==> src/rtl/pdm_envelope_ctrl_if.sv <==
// Bus between the envelope controller and its surroundings: per-voice gates,
// the ADSR step/level settings, and the mixed amplitude / activity mask that
// feed the shared PDM output stage.
interface pdm_envelope_ctrl_if #(
  parameter int NUM_VOICES = 24,
  parameter int DC_WIDTH   = 8
);
  logic [NUM_VOICES-1:0] gate_in;
  logic [DC_WIDTH-1:0]   attack_step_in;
  logic [DC_WIDTH-1:0]   decay_step_in;
  logic [DC_WIDTH-1:0]   sustain_level_in;
  logic [DC_WIDTH-1:0]   release_step_in;
  logic [DC_WIDTH-1:0]   dc_out;
  logic [23:0]           gate_out;
  logic                  sweep_done_out;

  // Side that supplies gates/settings and consumes the mix.
  modport master (
    output gate_in, attack_step_in, decay_step_in, sustain_level_in, release_step_in,
    input  dc_out, gate_out, sweep_done_out
  );

  // Envelope controller side.
  modport slave (
    input  gate_in, attack_step_in, decay_step_in, sustain_level_in, release_step_in,
    output dc_out, gate_out, sweep_done_out
  );
endinterface

==> src/rtl/pdm_envelope_ctrl.sv <==
// Time-multiplexed ADSR envelope controller. Once per envelope tick it walks
// every voice (one per clock), advances its state and level, sums the levels
// and publishes the mix plus an activity mask for the PDM modulator.
// Optional build macro PDM_ENV_AVG_EN: averaged mix (sum >> clog2(NUM_VOICES))
// instead of the default saturating mix min(sum, full scale).
module pdm_envelope_ctrl #(
  parameter int NUM_VOICES = 24,
  parameter int DC_WIDTH   = 8,
  parameter int TICK_DIV   = 1024
) (
  input  logic                  clk_in,
  input  logic                  rst_in,
  pdm_envelope_ctrl_if.slave    env
);

  localparam int ACC_W = DC_WIDTH + 5;
  localparam int IDX_W = (NUM_VOICES > 1) ? $clog2(NUM_VOICES) : 1;
  localparam int CNT_W = $clog2(TICK_DIV);
  localparam logic [DC_WIDTH-1:0] FS       = '1;
  localparam logic [IDX_W-1:0]    LAST_IDX = IDX_W'(NUM_VOICES - 1);
  localparam logic [CNT_W-1:0]    CNT_MAX  = CNT_W'(TICK_DIV - 1);
`ifdef PDM_ENV_AVG_EN
  localparam int AVG_SH = $clog2(NUM_VOICES);
`endif

  typedef enum logic [1:0] {SW_IDLE, SW_RUN, SW_DONE} sw_state_t;
  typedef enum logic [2:0] {V_IDLE, V_ATTACK, V_DECAY, V_SUSTAIN, V_RELEASE} vstate_t;

  // Mix rule: averaged or saturated to full scale.
  function automatic logic [DC_WIDTH-1:0] mix(input logic [ACC_W-1:0] s);
`ifdef PDM_ENV_AVG_EN
    return DC_WIDTH'(s >> AVG_SH);
`else
    return (s > ACC_W'(FS)) ? FS : s[DC_WIDTH-1:0];
`endif
  endfunction

  logic [CNT_W-1:0]      cnt;
  logic                  tick;
  sw_state_t             sw_state, sw_next;
  logic [IDX_W-1:0]      idx;
  logic                  run, last;

  logic [NUM_VOICES-1:0] gate_p0;
  logic [DC_WIDTH-1:0]   attack_p0, decay_p0, sustain_p0, release_p0;

  vstate_t               v_state [NUM_VOICES];
  logic [DC_WIDTH-1:0]   v_level [NUM_VOICES];

  vstate_t               cur_st, nxt_st;
  logic [DC_WIDTH-1:0]   cur_lv, nxt_lv;
  logic                  g;
  logic [DC_WIDTH:0]     sum_att, sus_dec;

  logic [ACC_W-1:0]      acc_p1, acc_next;
  logic [23:0]           gate_p1, gate_next;
  logic [DC_WIDTH-1:0]   dc_p2;
  logic [23:0]           gate_p2;
  logic                  vld_p2;

  assign tick = (cnt == CNT_MAX);

  // Free-running envelope tick counter.
  always_ff @(posedge clk_in or posedge rst_in) begin
    if (rst_in)     cnt <= '0;
    else if (tick)  cnt <= '0;
    else            cnt <= cnt + 1'b1;
  end

  // Sweep FSM state and voice index.
  always_ff @(posedge clk_in or posedge rst_in) begin
    if (rst_in) begin
      sw_state <= SW_IDLE;
      idx      <= '0;
    end else begin
      sw_state <= sw_next;
      idx      <= run ? idx + 1'b1 : '0;
    end
  end

  // Sweep FSM next state: start on tick, walk all voices, one publish cycle.
  always_comb begin
    sw_next = sw_state;
    run     = (sw_state == SW_RUN);
    last    = run && (idx == LAST_IDX);
    case (sw_state)
      SW_IDLE: if (tick) sw_next = SW_RUN;
      SW_RUN:  if (last) sw_next = SW_DONE;
      SW_DONE: sw_next = SW_IDLE;
      default: sw_next = SW_IDLE;
    endcase
  end

  // ---- p0: settings snapshot taken on the tick ----
  // Capture gates and step/level settings once per tick.
  always_ff @(posedge clk_in) begin
    if (tick) begin
      gate_p0    <= env.gate_in;
      attack_p0  <= env.attack_step_in;
      decay_p0   <= env.decay_step_in;
      sustain_p0 <= env.sustain_level_in;
      release_p0 <= env.release_step_in;
    end
  end

  // ---- p1: per-voice envelope update at index idx ----
  // Next state/level for the voice currently addressed by the sweep.
  always_comb begin
    cur_st  = v_state[idx];
    cur_lv  = v_level[idx];
    g       = gate_p0[idx];
    nxt_st  = cur_st;
    nxt_lv  = cur_lv;
    sum_att = {1'b0, cur_lv} + {1'b0, attack_p0};
    sus_dec = {1'b0, sustain_p0} + {1'b0, decay_p0};
    case (cur_st)
      V_IDLE: if (g) nxt_st = V_ATTACK;
      V_ATTACK:
        if (!g) nxt_st = V_RELEASE;
        else if (sum_att >= {1'b0, FS} || attack_p0 == '0) begin
          nxt_lv = FS;
          nxt_st = V_DECAY;
        end else nxt_lv = sum_att[DC_WIDTH-1:0];
      V_DECAY:
        if (!g) nxt_st = V_RELEASE;
        else if ({1'b0, cur_lv} <= sus_dec || decay_p0 == '0) begin
          nxt_lv = sustain_p0;
          nxt_st = V_SUSTAIN;
        end else nxt_lv = cur_lv - decay_p0;
      V_SUSTAIN:
        if (!g) nxt_st = V_RELEASE;
        else    nxt_lv = sustain_p0;
      V_RELEASE:
        if (g) nxt_st = V_ATTACK;
        else if (cur_lv <= release_p0 || release_p0 == '0) begin
          nxt_lv = '0;
          nxt_st = V_IDLE;
        end else nxt_lv = cur_lv - release_p0;
      default: begin
        nxt_st = V_IDLE;
        nxt_lv = '0;
      end
    endcase
    acc_next  = acc_p1 + ACC_W'(nxt_lv);
    gate_next = gate_p1 | ((nxt_st != V_IDLE) ? (24'(1) << idx) : 24'(0));
  end

  // Write back the updated voice.
  always_ff @(posedge clk_in or posedge rst_in) begin
    if (rst_in) begin
      for (int k = 0; k < NUM_VOICES; k++) begin
        v_state[k] <= V_IDLE;
        v_level[k] <= '0;
      end
    end else if (run) begin
      v_state[idx] <= nxt_st;
      v_level[idx] <= nxt_lv;
    end
  end

  // Running level sum and activity mask, cleared on the tick.
  always_ff @(posedge clk_in) begin
    if (tick) begin
      acc_p1  <= '0;
      gate_p1 <= '0;
    end else if (run) begin
      acc_p1  <= acc_next;
      gate_p1 <= gate_next;
    end
  end

  // ---- p2: publish mix and mask after the last voice ----
  // Outputs hold until the next sweep completes; done pulses for one cycle.
  always_ff @(posedge clk_in or posedge rst_in) begin
    if (rst_in) begin
      dc_p2   <= '0;
      gate_p2 <= '0;
      vld_p2  <= 1'b0;
    end else begin
      vld_p2 <= last;
      if (last) begin
        dc_p2   <= mix(acc_next);
        gate_p2 <= gate_next;
      end
    end
  end

  assign env.dc_out         = dc_p2;
  assign env.gate_out       = gate_p2;
  assign env.sweep_done_out = vld_p2;

endmodule
==> src/flat_wrapper.sv <==
// flat-port wrapper written by rule: the top's interface ports become plain ports
module pdm_envelope_ctrl_flat 
#(
  parameter int NUM_VOICES = 24,
  parameter int DC_WIDTH   = 8,
  parameter int TICK_DIV   = 1024
)
  (clk_in, rst_in, env_gate_in, env_attack_step_in, env_decay_step_in, env_sustain_level_in, env_release_step_in, env_dc_out, env_gate_out, env_sweep_done_out);
  pdm_envelope_ctrl_if #(.NUM_VOICES(NUM_VOICES), .DC_WIDTH(DC_WIDTH)) env_i ();
  input  logic clk_in;
  input  logic rst_in;
  input wire logic [$bits(env_i.gate_in)-1:0] env_gate_in;
  input wire logic [$bits(env_i.attack_step_in)-1:0] env_attack_step_in;
  input wire logic [$bits(env_i.decay_step_in)-1:0] env_decay_step_in;
  input wire logic [$bits(env_i.sustain_level_in)-1:0] env_sustain_level_in;
  input wire logic [$bits(env_i.release_step_in)-1:0] env_release_step_in;
  output wire logic [$bits(env_i.dc_out)-1:0] env_dc_out;
  output wire logic [$bits(env_i.gate_out)-1:0] env_gate_out;
  output wire logic [$bits(env_i.sweep_done_out)-1:0] env_sweep_done_out;
  assign env_i.gate_in = env_gate_in;
  assign env_i.attack_step_in = env_attack_step_in;
  assign env_i.decay_step_in = env_decay_step_in;
  assign env_i.sustain_level_in = env_sustain_level_in;
  assign env_i.release_step_in = env_release_step_in;
  assign env_dc_out = env_i.dc_out;
  assign env_gate_out = env_i.gate_out;
  assign env_sweep_done_out = env_i.sweep_done_out;
  pdm_envelope_ctrl #(.NUM_VOICES(NUM_VOICES), .DC_WIDTH(DC_WIDTH), .TICK_DIV(TICK_DIV)) u_core (.clk_in(clk_in), .rst_in(rst_in), .env(env_i));
endmodule
==> config.mk <==
export PLATFORM = sky130hd
export DESIGN_NAME = pdm_envelope_ctrl_flat
export DESIGN_NICKNAME = d
export VERILOG_FILES = /design/src/rtl/pdm_envelope_ctrl_if.sv /design/src/rtl/pdm_envelope_ctrl.sv /design/src/flat_wrapper.sv
export SDC_FILE = /design/constraint.sdc
export NUM_CORES = 1
export LEC_CHECK = 0
export ABC_AREA = 1
export CAP_MARGIN = 40
export CORE_UTILIZATION = 55
export DETAILED_ROUTE_END_ITERATION = 7
export MAX_ROUTING_LAYER = met4
export PLACE_DENSITY = 0.73
export SYNTH_ARGS = -nofsm -noshare
export SYNTH_HDL_FRONTEND = slang
export SYNTH_SLANG_ARGS = --single-unit
==> constraint.sdc <==
create_clock -name clk_in -period 28.4 [get_ports clk_in]
set_clock_uncertainty 0.15 [all_clocks]
set_input_delay 7.1 -clock clk_in [delete_from_list [all_inputs] [get_ports clk_in]]
set_output_delay 7.1 -clock clk_in [all_outputs]
set_load 0.05 [all_outputs]
==> reports/metrics.csv, run 1 <==
stage,metric,value,unit
status,status,"finished, final reports clean",
clocking,CTS Root Cell,clkbuf_16,
power,sequential share of power,0.491,
power,VDD IR-drop max,0.0000417,V
synthesis,synthesis-stage register bit count,407,
floorplanning,I/O pin count,91,
clocking,clk slew on worst S/H paths,60,ps
clocking,hold buffers post-CTS,0,
critical_path,CP endpoint kind,asynchronous set/reset pin,
timing,WHS,318,ps
synthesis,Post-Synthesis Cells,2705,
global_routing,initial antenna violation count,0,
synthesis,"area leader, netlist",dfrtp_1,
timing,Final Critical Period,9090,ps
power,Sw Ratio,0.208,
synthesis,register area share after synthesis,0.483,
timing,final slew viol count,0,
clocking,post-CTS setup buffer count,0,
placement,# placed instances,3196,
critical_path,Crit Reg-Reg Startpoint,u_core.idx[0]$_DFF_PP0_,
synthesis,share of Yosys cell area claimed by the top area cell type,0.369,
clocking,CTS Buffer Depth,3,
hold_path,origin of the worst min-delay path,u_core.sw_state[1]$_DFFE_PP0P_,
power,share of power burned in the clock network,0.494,
final_layout,Finished Layout Cells,3275,
critical_path,Critical Path Source,rst_in,
route,Antenna Nets Post-Route,0,
placement,PortBufs,90,
final_layout,Fillers,3319,
placement,routability cong.,0.949,
route,initial DRC count,1868,
final_layout,Area Growth Syn to Fin,12.0,%
global_routing,GRT Total Usage,0.320,
synthesis,Post-synth EDFFs,56,
final_layout,Sequential cell area,0.0103,mm^2
timing,Worst-Margin Slew,952,ps
route,Pre-antenna DRT Iters,6,
timing,Hold Fails Final Rpt,0,
floorplanning,starting density of the core,0.562,
floorplanning,Die Wd,199,um
global_routing,gr ovfl total,0,
power,switching power,250,uW
final_layout,Final nets,2848,
final_layout,Antenna diodes,0,
power,Pleak,12.2,nW
synthesis,synthesized cell area,0.0213,mm^2
synthesis,Avg Inst Size Synth,7.86,um^2
power,Gate power share,0.015,
clocking,clock tree from TritonCTS,done,
power,internal power,951,uW
clocking,clk_lat worst skew,580,ps
timing,ratio of final minimum period to clock period,0.320,
route,WL final,59700,um
critical_path,"Data required, critical path",28860,ps
global_routing,first-pass GRT wire length,95400,um
hold_path,Hold Crit Class,reg2reg,
critical_path,critical path arrival,9550,ps
synthesis,Main synth FF type,dfrtp_1,
route,wire per inst,18.2,um
timing,Slew headroom,0.364,
global_routing,vias in the first global route,17905,
critical_path,WS Path Type,in2async,
synthesis,synth top area cells,"dfrtp_1 37%, nand2_1 15%, edfxtp_1 7.9%",
synthesis,Yosys warnings,0,
timing,Setup Viol. Count Final,0,
synthesis,Synth async-reset ratio,0.771,
clocking,clock sink count,407,
critical_path,critical path startpoint category,primary input,
timing,RSZ-0062 raised after global routing,no,
synthesis,Netlist cell types,51,
power,Pwr per Cell Area,50.4,mW/mm^2
global_routing,largest net degree at the start of global routing,92,
clocking,htree depth,2,
final_layout,layout cell share with drive strength beyond 1,0.0593,
synthesis,Synth Net Count,2822,
floorplanning,core area,0.0378,mm^2
route,Vias/cell,5.67,
synthesis,top cell types by occurrence after synthesis,"871 x nand2_1, 314 x dfrtp_1, 298 x nor2_1",
clocking,CTS Buf Count,44,
timing,Fmax,0.110,GHz
run,maxcap violations,0,
floorplanning,die height,199,um
floorplanning,die area,0.0395,mm^2
final_layout,area taken by multi-input logic gates,0.00930,mm^2
clocking,cts repair resizes,0,
route,via count,18585,
route,DRC,0,
placement,detailed placement HPWL,38100,um
synthesis,most common cell in the netlist,nand2_1,
floorplanning,Rows,71,
critical_path,Crit Path Max Fanout,91,
critical_path,"reg-to-reg slack, setup",20260,ps
timing,setup TNS,0,ps
==> kinds of logic after synthesis <==
| kind of cell | count (synthesis) | synth area share |
|---|---|---|
| AND/OR/NAND/NOR | 1399 | 0.270 |
| AO/OA/AOI/OAI | 436 | 0.111 |
| flip-flops | 407 | 0.483 |
| buffers and inverters | 360 | 0.0800 |
| adder cells (fa/ha/maj) | 59 | 0.0365 |
| XOR/XNOR | 29 | 0.0119 |
| multiplexers | 15 | 0.00706 |
==> worst paths after layout <==
| check | endpoint | cells past startpoint |
|---|---|---|
| min in group asynchronous | u_core.env.gate_out[1]$_DFFE_PP0P_ | 2 |
| hold reg to reg | u_core.sw_state[0]$_DFFE_PP0P_ | 1 |
| setup reg to reg | u_core.env.dc_out[4]$_DFFE_PP0P_ | 33 |
| max in group clk_in | env_gate_out[19] | 1 |
| setup / recovery | u_core.v_state[35]$_DFFE_PP0P_ | 5 |
| hold / removal | u_core.sw_state[0]$_DFFE_PP0P_ | 1 |
==> cell usage in the layout, fill, tap and decap left out, types with 4 or more instances in the layout <==
cell             instances
nand4_1                 29
nand4_4                  4
a21oi_1                 78
clkdlybuf4s50_1         90
xor2_1                  21
nand3_1                129
o211ai_1                51
dfrtp_1                312
dfxtp_1                 37
inv_2                    5
or2_2                    7
o221ai_1                 4
nand3b_1                 4
nand2_1                870
nor3_1                  32
edfxtp_1                56
nor2_1                 296
xnor2_1                  8
nand3_2                  5
o21ai_1                 73
bufinv_16                4
clkbuf_16               45
clkinv_2                 5
mux2i_1                 15
clkinv_1                 4
buf_4                   45
ha_1                    54
nor2_2                  10
clkbuf_1                 6
clkbuf_8                10
inv_1                  192
fa_1                     5
o21ai_0                216
==> registers in the layout, summed over array words and instances, names as in the netlist, 10 cells and up <==
signal / flops
u_core.v_state: 72
u_core.gate_p0: 24
u_core.env.gate_out: 24
u_core.v_level: 192
u_core.cnt: 10
u_core.acc_p1: 13
u_core.gate_p1: 24
==> per-layer routing <==
layer  share of wire  global-route usage  up-vias
li1                -                   -     8775
met1            0.42               0.423     8899
met2            0.46               0.492      781
met3           0.080              0.0473      130
met4           0.039               0.138        0
met5               0                   -        -
==> worst max-delay path, cell delays in order <==
cell             delay [ps]
clkdlybuf4s50_1         490
inv_8                   460
buf_4                   420
buf_16                  320
buf_4                   680
==> metrics by stage <==
stage | utilization | power (mW) | setup slack, ps | instance area, um^2
finish | 0.629 | 1.20 | 19310 | 23800
global route | 0.629 | 1.23 | 18930 | 23800
CTS | 0.629 | 1.21 | 19180 | 23800
detailed placement | 0.590 | 0.620 | 18590 | 22300
global placement | 0.587 | 0.618 | 18040 | 22200
floorplan | - | 0.608 | 12460 | 21300
==> power by group through the flow <==
stage	clock, mW	combinational [mW]	sequential (mW)
after global routing	0.622	0.0200	0.590
after CTS	0.602	0.0184	0.590
final	0.593	0.0177	0.590
after detailed placement	0	0.0184	0.601
after floorplan	0	0.00646	0.602
after global placement	0	0.0171	0.601
==> final cells by class <==
cell class	count	share of cell area
clock inverter	18	0.00882
sequential	407	0.432
multi-input combinational	1938	0.390
tap	511	0.0268
timing repair buffer	139	0.0561
clock buffer	61	0.0540
inverter	201	0.0321
No activity file was read; power rests on OpenSTA's default activity.
==> run 2, diff against run 1 <==
- PLACE_DENSITY: 0.73 -> 0.76
- clock period: 28.4 -> 8.2 ns (I/O delays scaled with it)
==> run 2 against run 1 <==
  * Cell area increased by 0.40%
  * Wire length increased by 3.5%
  * Core utilization grew 0.25 points
  * Largest power group unchanged
  * Global-route usage is 1.5 points higher
  * Count of clock-buffer cells in the layout increased by 11
  * Sequential power rose to 3.5 times the previous value
  * Setup slack lost 18000 ps
  * Die area stayed put
  * Critical path depth up 26
  * Register-to-register slack got worse by 19000 ps
==> reports/metrics.csv, run 2 (synthesis gave the netlist of run 1 again) <==
stage,metric,value,unit,change
global_routing,initial antenna violation count,0,,unchanged
power,Pwr per Cell Area,174,mW/mm^2,+240%
critical_path,Register-to-Register Path Depth,31,,-6.1%
status,status,"finished, final reports clean",,
timing,Slew headroom,0.381,,+0.0169
critical_path,"reg-to-reg slack, setup",930,ps,-19330 ps
critical_path,worst reg2reg endpoint,u_core.env.dc_out[5]$_DFFE_PP0P_,,
floorplanning,core area,0.0378,mm^2,unchanged
final_layout,layout cell share with drive strength beyond 1,0.0616,,+0.00229
final_layout,Finished Layout Cells,3286,,+0.34%
global_routing,GRT Total Usage,0.335,,+0.0150
clocking,clk_lat worst skew,580,ps,about the same
route,met2 WL,28200,um,+2.9%
floorplanning,Die Wd,199,um,unchanged
final_layout,Final nets,2857,,+0.32%
timing,WHS,299,ps,-18.8 ps
global_routing,gr ovfl total,0,,unchanged
hold_path,Hold Crit Class,reg2reg,,
placement,# placed instances,3205,,+0.28%
critical_path,Crit path top cell by count,nand2_1,,
timing,Worst-Margin Slew,929,ps,-23.1 ps
critical_path,Crit Reg-Reg Startpoint,u_core.idx[1]$_DFF_PP0_,,
clocking,clock sink count,407,,unchanged
route,DR top layer,met4,,
route,Pre-antenna DRT Iters,8,,+2
final_layout,Antenna diodes,0,,unchanged
critical_path,critical path startpoint category,flop,,
hold_path,hold path cells,1,,unchanged
route,wire per inst,18.8,um,+3.2%
power,Pleak,12.2,nW,+0.50%
clocking,CTS Buffer Depth,3,,unchanged
hold_path,Hold EP,u_core.sw_state[0]$_DFFE_PP0P_,,
floorplanning,die height,199,um,unchanged
route,Met3 Wirelength,4890,um,+2.0%
critical_path,"Data required, critical path",8520,ps,-20340 ps
route,via count,18918,,+1.8%
timing,Setup Viol. Count Final,0,,unchanged
clocking,hold buffers post-CTS,0,,unchanged
clocking,post-CTS setup buffer count,0,,unchanged
route,DRC,0,,unchanged
clocking,CTS Root Cell,clkbuf_16,,
floorplanning,die area,0.0395,mm^2,unchanged
global_routing,vias in the first global route,18511,,+3.4%
critical_path,WS Path Type,reg2reg,,
floorplanning,I/O pin count,91,,unchanged
final_layout,"commonest non-fill, non-tap cell in the layout",nand2_1,,
floorplanning,starting density of the core,0.562,,unchanged
global_routing,largest net degree at the start of global routing,162,,+76%
hold_path,origin of the worst min-delay path,u_core.sw_state[1]$_DFFE_PP0P_,,
final_layout,Top reg by flops,u_core.v_level,,
power,VDD IR-drop max,0.000190,V,+350%
final_layout,Fillers,3306,,-0.39%
route,wire length on met1,26200,um,+3.8%
final_layout,Largest register FFs,192,,unchanged
timing,final slew viol count,0,,unchanged
timing,Hold Fails Final Rpt,0,,unchanged
floorplanning,Rows,71,,unchanged
placement,PortBufs,90,,unchanged
route,WL final,61800,um,+3.5%
timing,Fmax,0.138,GHz,
final_layout,Area Growth Syn to Fin,12.5,%,
placement,routability cong.,0.904,,-4.6%
placement,detailed placement HPWL,39600,um,+4.0%
route,initial DRC count,2185,,+17%
clocking,clk slew on worst S/H paths,60,ps,about the same
clocking,CTS Buf Count,44,,unchanged
timing,ratio of final minimum period to clock period,0.886,,
final_layout,Top Registers,"u_core.v_level x192, u_core.v_state x72",,
critical_path,CP max stage delay,820,ps,+140 ps
run,maxcap violations,0,,unchanged
clocking,htree depth,2,,unchanged
route,Antenna Nets Post-Route,0,,unchanged
critical_path,Crit Path Max Fanout,54,,-41%
timing,setup TNS,0,ps,unchanged
final_layout,"commonest cells after routing, fill and taps aside","870 x nand2_1, 312 x dfrtp_1, 296 x nor2_1, 216 x o21ai_0, 192 x inv_1",,
route,Vias/cell,5.76,,+1.5%
timing,RSZ-0062 raised after global routing,no,,
timing,Final Critical Period,7270,ps,
critical_path,CP endpoint kind,flop,,
critical_path,slowest CP cell,dfrtp_4,,
critical_path,Critical Path Source,u_core.idx[1]$_DFF_PP0_,,
clocking,cts repair resizes,0,,unchanged
clocking,clock tree from TritonCTS,done,,
global_routing,first-pass GRT wire length,99600,um,+4.4%
critical_path,critical path arrival,7590,ps,-1960 ps
run 2: cell count changes in the layout (fill, tap and decap cells not counted), moves of 2 or more:
| cell | before | now |
|---|---|---|
| clkbuf_1 | 6 | 13 |
| buf_4 | 45 | 50 |
| clkbuf_16 | 45 | 47 |
| clkinvlp_2 | 3 | 0 |
| buf_12 | 0 | 2 |
| buf_8 | 1 | 4 |
| bufinv_16 | 4 | 2 |
| clkbuf_8 | 10 | 12 |
| clkinvlp_4 | 3 | 1 |
| clkinv_1 | 4 | 2 |
run 2: worst max-delay path by stage:
stage | endpoint | depth (start not counted)
2_1_floorplan | u_core.cnt[0]$_DFF_PP0_ | 1
3_3_place_gp | u_core.env.dc_out[3]$_DFFE_PP0P_ | 35
3_5_place_dp | u_core.env.dc_out[2]$_DFFE_PP0P_ | 35
4_1_cts | u_core.env.dc_out[5]$_DFFE_PP0P_ | 35
5_1_grt | u_core.env.dc_out[0]$_DFFE_PP0P_ | 35
6_report | u_core.env.dc_out[5]$_DFFE_PP0P_ | 31
run 2: layer usage:
layer / GRT usage / up-vias
met5: - / -
met4: 0.145 / 0
met3: 0.0551 / 162
met2: 0.507 / 908
met1: 0.446 / 9051
li1: - / 8797
run 2: worst max-delay path: cells and delay by family, from the launching register on:
| kind | cells | cell delay (ps) |
|---|---|---|
| buffers and inverters | 3 | 760 |
| adder cells (fa/ha/maj) | 2 | 1130 |
| flip-flops | 1 | 820 |
| AND/OR/NAND/NOR | 19 | 3160 |
| AO/OA/AOI/OAI | 6 | 1010 |
| XOR/XNOR | 1 | 120 |
run 2: cell type report:
type	count	area, um^2	area share
inverter	201	761	0.0318
clock inverter	9	106	0.00445
multi-input combinational	1938	9300	0.389
tap	511	639	0.0267
clock buffer	72	1390	0.0581
timing repair buffer	148	1430	0.0598
sequential	407	10300	0.430
run 2: power by group:
part	internal, mW	leakage (nW)	switching [mW]
clock network	1.22	0.739	0.826
registers	2.04	5.17	0
logic	0.0264	6.31	0.0339
run 2: metrics by stage:
step | utilization | worst slack, ps | instance area, um^2 | power, mW
after floorplan | - | 1820 | 21300 | 2.11
after global placement | 0.589 | 1250 | 22300 | 2.14
after detailed placement | 0.592 | 1120 | 22400 | 2.14
after CTS | 0.632 | 1040 | 23900 | 4.18
after global routing | 0.632 | 337 | 23900 | 4.25
final | 0.632 | 932 | 23900 | 4.15
